### config.mk
export PLATFORM = sky130hd
export DESIGN_NAME = dot_product_sequencer
export DESIGN_NICKNAME = d
export VERILOG_FILES = /design/src/rtl/dot_product_pkg.sv /design/src/rtl/dot_product_sequencer.sv
export SDC_FILE = /design/constraint.sdc
export NUM_CORES = 1
export LEC_CHECK = 0
export ABC_AREA = 1
export BUFFER_PORTS_ARGS = -buffer_cell sky130_fd_sc_hd__buf_2
export CAP_MARGIN = 20
export CORE_AREA = 4 4 41 43
export CTS_BUF_LIST = sky130_fd_sc_hd__clkbuf_4 sky130_fd_sc_hd__clkbuf_8 sky130_fd_sc_hd__clkbuf_16
export CTS_CLUSTER_SIZE = 24
export DETAILED_ROUTE_END_ITERATION = 10
export DIE_AREA = 0 0 45 47
export PLACE_DENSITY_LB_ADDON = 0.1
export SYNTH_ARGS = -nofsm -noshare
export SYNTH_HDL_FRONTEND = slang
export SYNTH_SLANG_ARGS = --single-unit
### constraint.sdc
create_clock -name clk -period 3.75 [get_ports clk]
set_clock_uncertainty 0.2 [all_clocks]
set_input_delay 0.375 -clock clk [delete_from_list [all_inputs] [get_ports clk]]
set_output_delay 0.375 -clock clk [all_outputs]
set_load 0.01 [all_outputs]
### src/rtl/dot_product_pkg.sv
// rtl/dot_product_pkg.sv - shared sizing constants and state encoding for the dot-product engine
package dot_product_pkg;

    // Default sizing, shared with MEMController
    localparam int Nums_Data_in_bits       = 4;
    localparam int Nums_Data               = 1 << Nums_Data_in_bits;
    localparam int Nums_Pipeline_Stages    = 4;
    localparam int Pipeline_Tail           = Nums_Pipeline_Stages - 1;
    localparam int Total_Computation_Steps = Nums_Data + Pipeline_Tail;
    localparam int Step_Width              = Nums_Data_in_bits + 1;

    // Run-level FSM state encoding
    typedef logic [2:0] state_t;

    localparam state_t S_IDLE = 3'd0;
    localparam state_t S_INIT = 3'd1;
    localparam state_t S_LOAD = 3'd2;
    localparam state_t S_CRST = 3'd3;
    localparam state_t S_COMP = 3'd4;
    localparam state_t S_DONE = 3'd5;

endpackage

### src/rtl/dot_product_sequencer.sv
// rtl/dot_product_sequencer.sv - run-level FSM sequencing MEMController phases for one dot product
module dot_product_sequencer
    import dot_product_pkg::*;
#(
    parameter int Data_Bits     = Nums_Data_in_bits,
    parameter int Pipe_Stages   = Nums_Pipeline_Stages
) (
    input  logic                  clk,
    input  logic                  reset,
    input  logic                  start,
    input  logic                  abort,
    input  logic                  load_valid,
    output logic                  Mem_reset,
    output logic                  Mem_Index_reset,
    output logic                  Comp_reset,
    output logic                  load_from_file,
    output logic                  Computing,
    output logic                  busy,
    output logic                  done,
    output logic                  aborted,
    output logic [Data_Bits:0]    Step_Count
);

    localparam int CW         = Data_Bits + 1;
    localparam int LOAD_BEATS = 1 << Data_Bits;
    localparam int COMP_STEPS = LOAD_BEATS + Pipe_Stages - 1;

    // Terminal counter values: the beat/step that ends each counted phase
    localparam logic [CW-1:0] LAST_LOAD = CW'(LOAD_BEATS - 1);
    localparam logic [CW-1:0] LAST_COMP = CW'(COMP_STEPS - 1);
    localparam logic [CW-1:0] ONE       = CW'(1);

    state_t          state;
    logic [CW-1:0]   count;
    logic            aborted_q;

    // State register, step counter and abort flag; abort outranks every transition outside IDLE
    always_ff @(posedge clk or posedge reset) begin
        if (reset) begin
            state     <= S_IDLE;
            count     <= '0;
            aborted_q <= 1'b0;
        end else begin
            aborted_q <= 1'b0;
            if (abort && (state != S_IDLE)) begin
                state     <= S_IDLE;
                count     <= '0;
                aborted_q <= 1'b1;
            end else begin
                case (state)
                    S_IDLE: begin
                        count <= '0;
                        if (start && !abort) begin
                            state <= S_INIT;
                        end
                    end
                    S_INIT: begin
                        count <= '0;
                        state <= S_LOAD;
                    end
                    S_LOAD: begin
                        // Only beats the operand source actually offers are counted
                        if (load_valid) begin
                            count <= count + ONE;
                            if (count == LAST_LOAD) begin
                                state <= S_CRST;
                            end
                        end
                    end
                    S_CRST: begin
                        count <= '0;
                        state <= S_COMP;
                    end
                    S_COMP: begin
                        count <= count + ONE;
                        if (count == LAST_COMP) begin
                            state <= S_DONE;
                        end
                    end
                    S_DONE: begin
                        count <= '0;
                        state <= S_IDLE;
                    end
                    default: begin
                        count <= '0;
                        state <= S_IDLE;
                    end
                endcase
            end
        end
    end

    // Moore decode of the state register; load_from_file additionally gated by load_valid
    always_comb begin
        Mem_reset       = 1'b0;
        Mem_Index_reset = 1'b0;
        Comp_reset      = 1'b0;
        load_from_file  = 1'b0;
        Computing       = 1'b0;
        busy            = 1'b0;
        done            = 1'b0;
        aborted         = aborted_q;
        Step_Count      = '0;
        case (state)
            S_INIT: begin
                Mem_reset       = 1'b1;
                Mem_Index_reset = 1'b1;
                Comp_reset      = 1'b1;
                busy            = 1'b1;
            end
            S_LOAD: begin
                load_from_file  = load_valid;
                busy            = 1'b1;
                Step_Count      = count;
            end
            S_CRST: begin
                Comp_reset      = 1'b1;
                busy            = 1'b1;
            end
            S_COMP: begin
                Computing       = 1'b1;
                busy            = 1'b1;
                Step_Count      = count;
            end
            S_DONE: begin
                done            = 1'b1;
                busy            = 1'b1;
            end
            default: begin
                busy            = 1'b0;
            end
        endcase
    end

endmodule
==> results.md, run 1 <==
- Status: finished, final reports clean
- P per Cell Area: 622 nW/um2
- Synth cell types: 17
- Ant diodes: 0
- RSZ-0062 raised after global routing: no
- Final nets: 122
- Endpoint type of the worst setup path: output port
- Router iterations before antenna repair: 4
- Die area: 2120 um2
- Fillcell total: 138
- Setup_tns: 0 ns
- Die Height: 47 um
- Most common cell after layout, fill and taps aside: nand2_1
- Leakage: 0.476 nW
- Worst EP arrival: 1.48 ns
- WL final: 1.34 mm
- Min Clock Period, post-route: 2.05 ns
- # IOs: 18
- Drc violations: 0
- TritonCTS clock tree: yes
- Max-cap viol count: 0
- Post-synthesis register bit count: 9
- Mapped Cells: 93
- Initial antenna violation count: 0
- Hold Path Origin: abort
- GRT Util Overall: 14.7%
- DR vias: 589
- Vias per Instance: 4.60
- Crit Path Max Fanout: 8
- Syn_nets: 101
- Hold_buf cts: 1
- Reg2reg start: count[1]
- Startpoint Class: register
- CTS buffer count: 3
- Final Hold Viols: 0
- Worst-Margin Slew: 0.358 ns
- Maximum vdd drop: 0.397 mV
- Starting Density: 48.7%
- Max Slew Vio Count: 0
- Register area share after synthesis: 35.6%
- Die X: 45 um
- Clock Pin Slew Worst Setup and Hold Paths: 0.06 ns
- Core area: 1300 um2
- Root Buffer Master: clkbuf_4
- Most frequent cells in the layout: 24 x nand2_1, 21 x inv_1, 17 x buf_2
- PnR Total Power: 472 uW
- Largest net degree at the start of global routing: 10
- Fmax: 487 MHz
- Layout cells sized above 1: 25.7%
- Synthesis Warnings: 0
- Worst Setup SP: state[1]
- H-tree levels: 1
- Max Root-Sink Buffers: 2
- Slew HR: 76.1%
- Synth-to-Final Area Change: 19.8%
- Vias in the first global route: 550
- Number of port buffers: 17
- Register area: 225 um2
- Setup CP Type: reg -> out
- # rows: 13
- First-pass GRT wire length: 2.30 mm
- Routed Antenna Nets: 0
- Final setup vio count: 0
- Routed len/inst: 10.5 um
- Multi-input logic area: 310 um2
- GRT overflow: 0
- DPL Wire Length: 1.06 mm
- Critical Path RT: 3.17 ns
- Syn avg cell area: 6.81 um2
- Worst-Skew Late Latency: 0.26 ns
- DR iter-0 viols: 32
- # resized after CTS: 0
- CTS sink cnt: 9
- Mapped cell area: 633 um2
- Post-CTS setup buffer count: 0
- Routability Congestion: 0.793
- Hold Path Class: in -> reg
- Period Utilization, post-route: 54.7%
[kinds of logic after synthesis]
kind of cell	after synthesis	synth area share, %
compound gates	7	5.73
xor+xnor	2	2.77
fa+ha+maj	3	5.93
buf+inv	23	15.4
flops	9	35.6
simple gates	49	34.6
[per-layer routing]
metal	part of all wire (%)	global-route usage, %	up-vias
met5	0	0	-
met1	49	21.1	260
li1	-	-	314
met3	5.2	2.30	0
met2	46	23.2	15
met4	0	3.51	0
[layout make-up]
type	count	area share [%]
multi-input combinational	61	40.9
timing repair buffer	18	12.5
clock buffer	4	3.96
sequential	9	29.7
tap	15	2.48
inverter	21	10.4
[power by group]
part	switching, mW	internal, mW	leakage [nW]
logic	0.153	0.0837	0.335
registers	0.0325	0.121	0.122
clock network	0.0339	0.0482	0.0184
[flip-flops by register name (all words and copies together) (netlist names)]
name / flops
state: 3
aborted: 1
count: 5
[cells in the mapped netlist]
cell | instances | share of area, %
buf_6 | 1 | 1.8
buf_4 | 1 | 1.2
inv_1 | 21 | 12
nor2_1 | 13 | 7.7
nand3b_1 | 1 | 1.2
nand4_1 | 2 | 2.0
nand3_1 | 1 | 0.79
xor2_1 | 2 | 2.8
nor2_2 | 2 | 2.0
nand2_1 | 24 | 14
nor2_4 | 1 | 1.8
nand2_2 | 5 | 4.9
o22ai_1 | 1 | 0.99
o21ai_0 | 5 | 4.0
dfrtp_1 | 9 | 36
ha_1 | 3 | 5.9
a21oi_1 | 1 | 0.79
[final timing paths]
kind | endpoint | slack, ns | depth (start not counted)
max in group asynchronous | state[0] | 2.67 | 3
worst max-delay path | Step_Count[4] | 1.70 | 6
min in group asynchronous | count[4] | 0.42 | 3
worst max register to register | state[0] | 2.13 | 9
worst min-delay path | aborted | 0.23 | 3
worst min register to register | count[3] | 0.32 | 2
[critical path: stages, from the launching register on]
cell and delay [ns]:
dfrtp_1 0.48, nor2_4 0.17, nand2_1 0.10, nand2_2 0.11, inv_1 0.10, nor2_1 0.12, buf_2 0.15
[per-stage QoR]
step,util (%),hold WS [ns],cell area [um2],instances,setup slack [ns]
detailed placement,55.2,0.159,718,123,2.00
global route,58.3,0.243,758,128,1.60
floorplan,-,0.00292,633,93,2.17
finish,58.3,0.233,758,128,1.70
global placement,55.2,0.154,718,123,2.01
CTS,58.3,0.236,758,128,1.71
(Power assumes the default switching activity.)
==> run 2: changes to the inputs <==
Clock period 3.75 ns to 1.97 ns, I/O delays scaled along.
==> run 2 against run 1 <==
Effect of this change:
- sequential cell count unchanged
- critical path depth unchanged
- combinational power up 95%
- worst setup slack worse by 1.5 ns
- via count up 3.4%
- register-to-register slack worse by 1.8 ns
- final cell count unchanged
- sequential share of layout area about the same
- global-route usage up 2.9 points
- clock power up 83%
- non-clock buffer count unchanged
- utilization up 0.29 points
- critical endpoint unchanged
- largest cell class unchanged
- largest power group unchanged
==> results.md, run 2 (synthesis results as in run 1) <==
- Setup CP Type: reg -> out
- WL final: 1.37 mm
- Initial antenna violation count: 0
- Top sig layer: met4
- Most common cell after layout, fill and taps aside: nand2_1
- Vias per Instance: 4.76
- Routability Congestion: 0.807
- Hold Path Class: in -> reg
- Die area: 2120 um2
- Fmax: 550 MHz
- Most frequent cells in the layout: 24 x nand2_1, 21 x inv_1, 17 x buf_2
- Placed instance area: 718 um2
- RSZ-0062 raised after global routing: no
- FF-to-FF End: state[0]
- Hold Path Origin: abort
- Design Area, Final: 762 um2
- Startpoint Class: register
- Worst-Margin Slew: 0.365 ns
- Maximum vdd drop: 0.832 mV
- H-tree levels: 1
- Routed Antenna Nets: 0
- Endpoint type of the worst setup path: output port
- DR vias: 609
- Ant diodes: 0
- Max Slew Vio Count: 0
- Final nets: 122
- Worst Setup SP: state[1]
- Hold WS: 0.0501 ns
- Met3 WL: 80 um
- Drc violations: 0
- Max reg flops: 5
- Router iterations before antenna repair: 4
- Core area: 1300 um2
- Layout cells sized above 1: 26.5%
- Starting Density: 48.7%
- Util after Layout: 58.6%
- First-pass GRT wire length: 2.48 mm
- Status: finished, final reports clean
- # IOs: 18
- Worst hold path depth: 3
- Synth-to-Final Area Change: 20.4%
- Slew HR: 75.6%
- Post-CTS setup buffer count: 0
- Critical Path RT: 1.57 ns
- Die Height: 47 um
- Most flop-heavy register: count
- Max-cap viol count: 0
- CTS sink cnt: 9
- Fillcell total: 138
- Number of port buffers: 17
- Routed len/inst: 10.7 um
- Worst EP arrival: 1.42 ns
- Worst-Skew Late Latency: 0.27 ns
- Reg2reg start: count[1]
- Worst reg-to-reg path cell count: 9
- Clock Pin Slew Worst Setup and Hold Paths: 0.06 ns
- Hold Path Sink: aborted
- # rows: 13
- Root Buffer Master: clkbuf_4
- DR iter-0 viols: 13
- GRT Util Overall: 17.6%
- CTS buffer count: 3
- TritonCTS clock tree: yes
- Period Utilization, post-route: 92.2%
- Leakage: 0.475 nW
- DPL Wire Length: 1.06 mm
- Max Root-Sink Buffers: 2
- Setup_tns: 0 ns
- P per Cell Area: 1190 nW/um2
- Final setup vio count: 0
- Crit Path Max Fanout: 8
- Routed wl met2: 598 um
- Min Clock Period, post-route: 1.82 ns
- Vias in the first global route: 571
- Metal-1 WL: 636 um
- Worst R2R Setup Slack: 0.37 ns
- GRT overflow: 0
- Final Hold Viols: 0
- Die X: 45 um
- Largest net degree at the start of global routing: 10
## run 2: changes by cell type in the layout (fill, tap and decap cells not counted)
cell,delta
clkinv_2,+1
clkbuf_4,-1
nor2_4,+1
nor2_2,-1
dfrtp_2,+1
dfrtp_1,-1
## run 2: worst max-delay path: stages (launching register included)
cell     delay [ns]
dfrtp_2        0.47
nor2_4         0.15
nand2_1        0.10
nand2_2        0.11
inv_1          0.10
nor2_1         0.09
buf_2          0.13
## run 2: power breakdown
part           internal, mW  total [mW]  switching (mW)
registers             0.231       0.297          0.0661
clock network        0.0753       0.150          0.0742
logic                 0.165       0.461           0.296
total                 0.472       0.908           0.436
## run 2: per-layer routing
layer	track usage, %	vias to the layer above
met3	6.90	4
met5	0	-
li1	-	317
met1	21.5	272
met4	14.0	0
met2	24.3	16
## run 2: repair_timing
item / 4_1_cts / 5_1_grt
hold buffers: 1 / 0
resized for setup: 0 / 2
hold endpoints to repair: 9 / 0
endpoints found under the setup margin: 0 / 5
## run 2: final cells by class
cell class / count / area, um2 / area share (%)
multi-input combinational: 61 / 315 / 41.4
sequential: 9 / 226 / 29.7
timing repair buffer: 18 / 95.1 / 12.5
inverter: 21 / 78.8 / 10.3
clock buffer: 3 / 22.5 / 2.96
tap: 15 / 18.8 / 2.46
clock inverter: 1 / 5.00 / 0.657
## run 2: how the worst max path moves through the flow
stage | slack (ns) | to
after floorplan | 0.48 | state[0]
after global placement | 0.36 | state[0]
after detailed placement | 0.38 | state[0]
after CTS | 0.09 | Step_Count[4]
after global routing | 0.002 | Step_Count[2]
final | 0.15 | Step_Count[4]
## run 2: stage by stage
stage	std cells	power [mW]	worst slack [ns]
global route	128	1.00	0.00238
finish	128	0.908	0.153
detailed placement	123	0.746	0.376
floorplan	93	0.637	0.477
CTS	128	0.905	0.0921
global placement	123	0.742	0.355
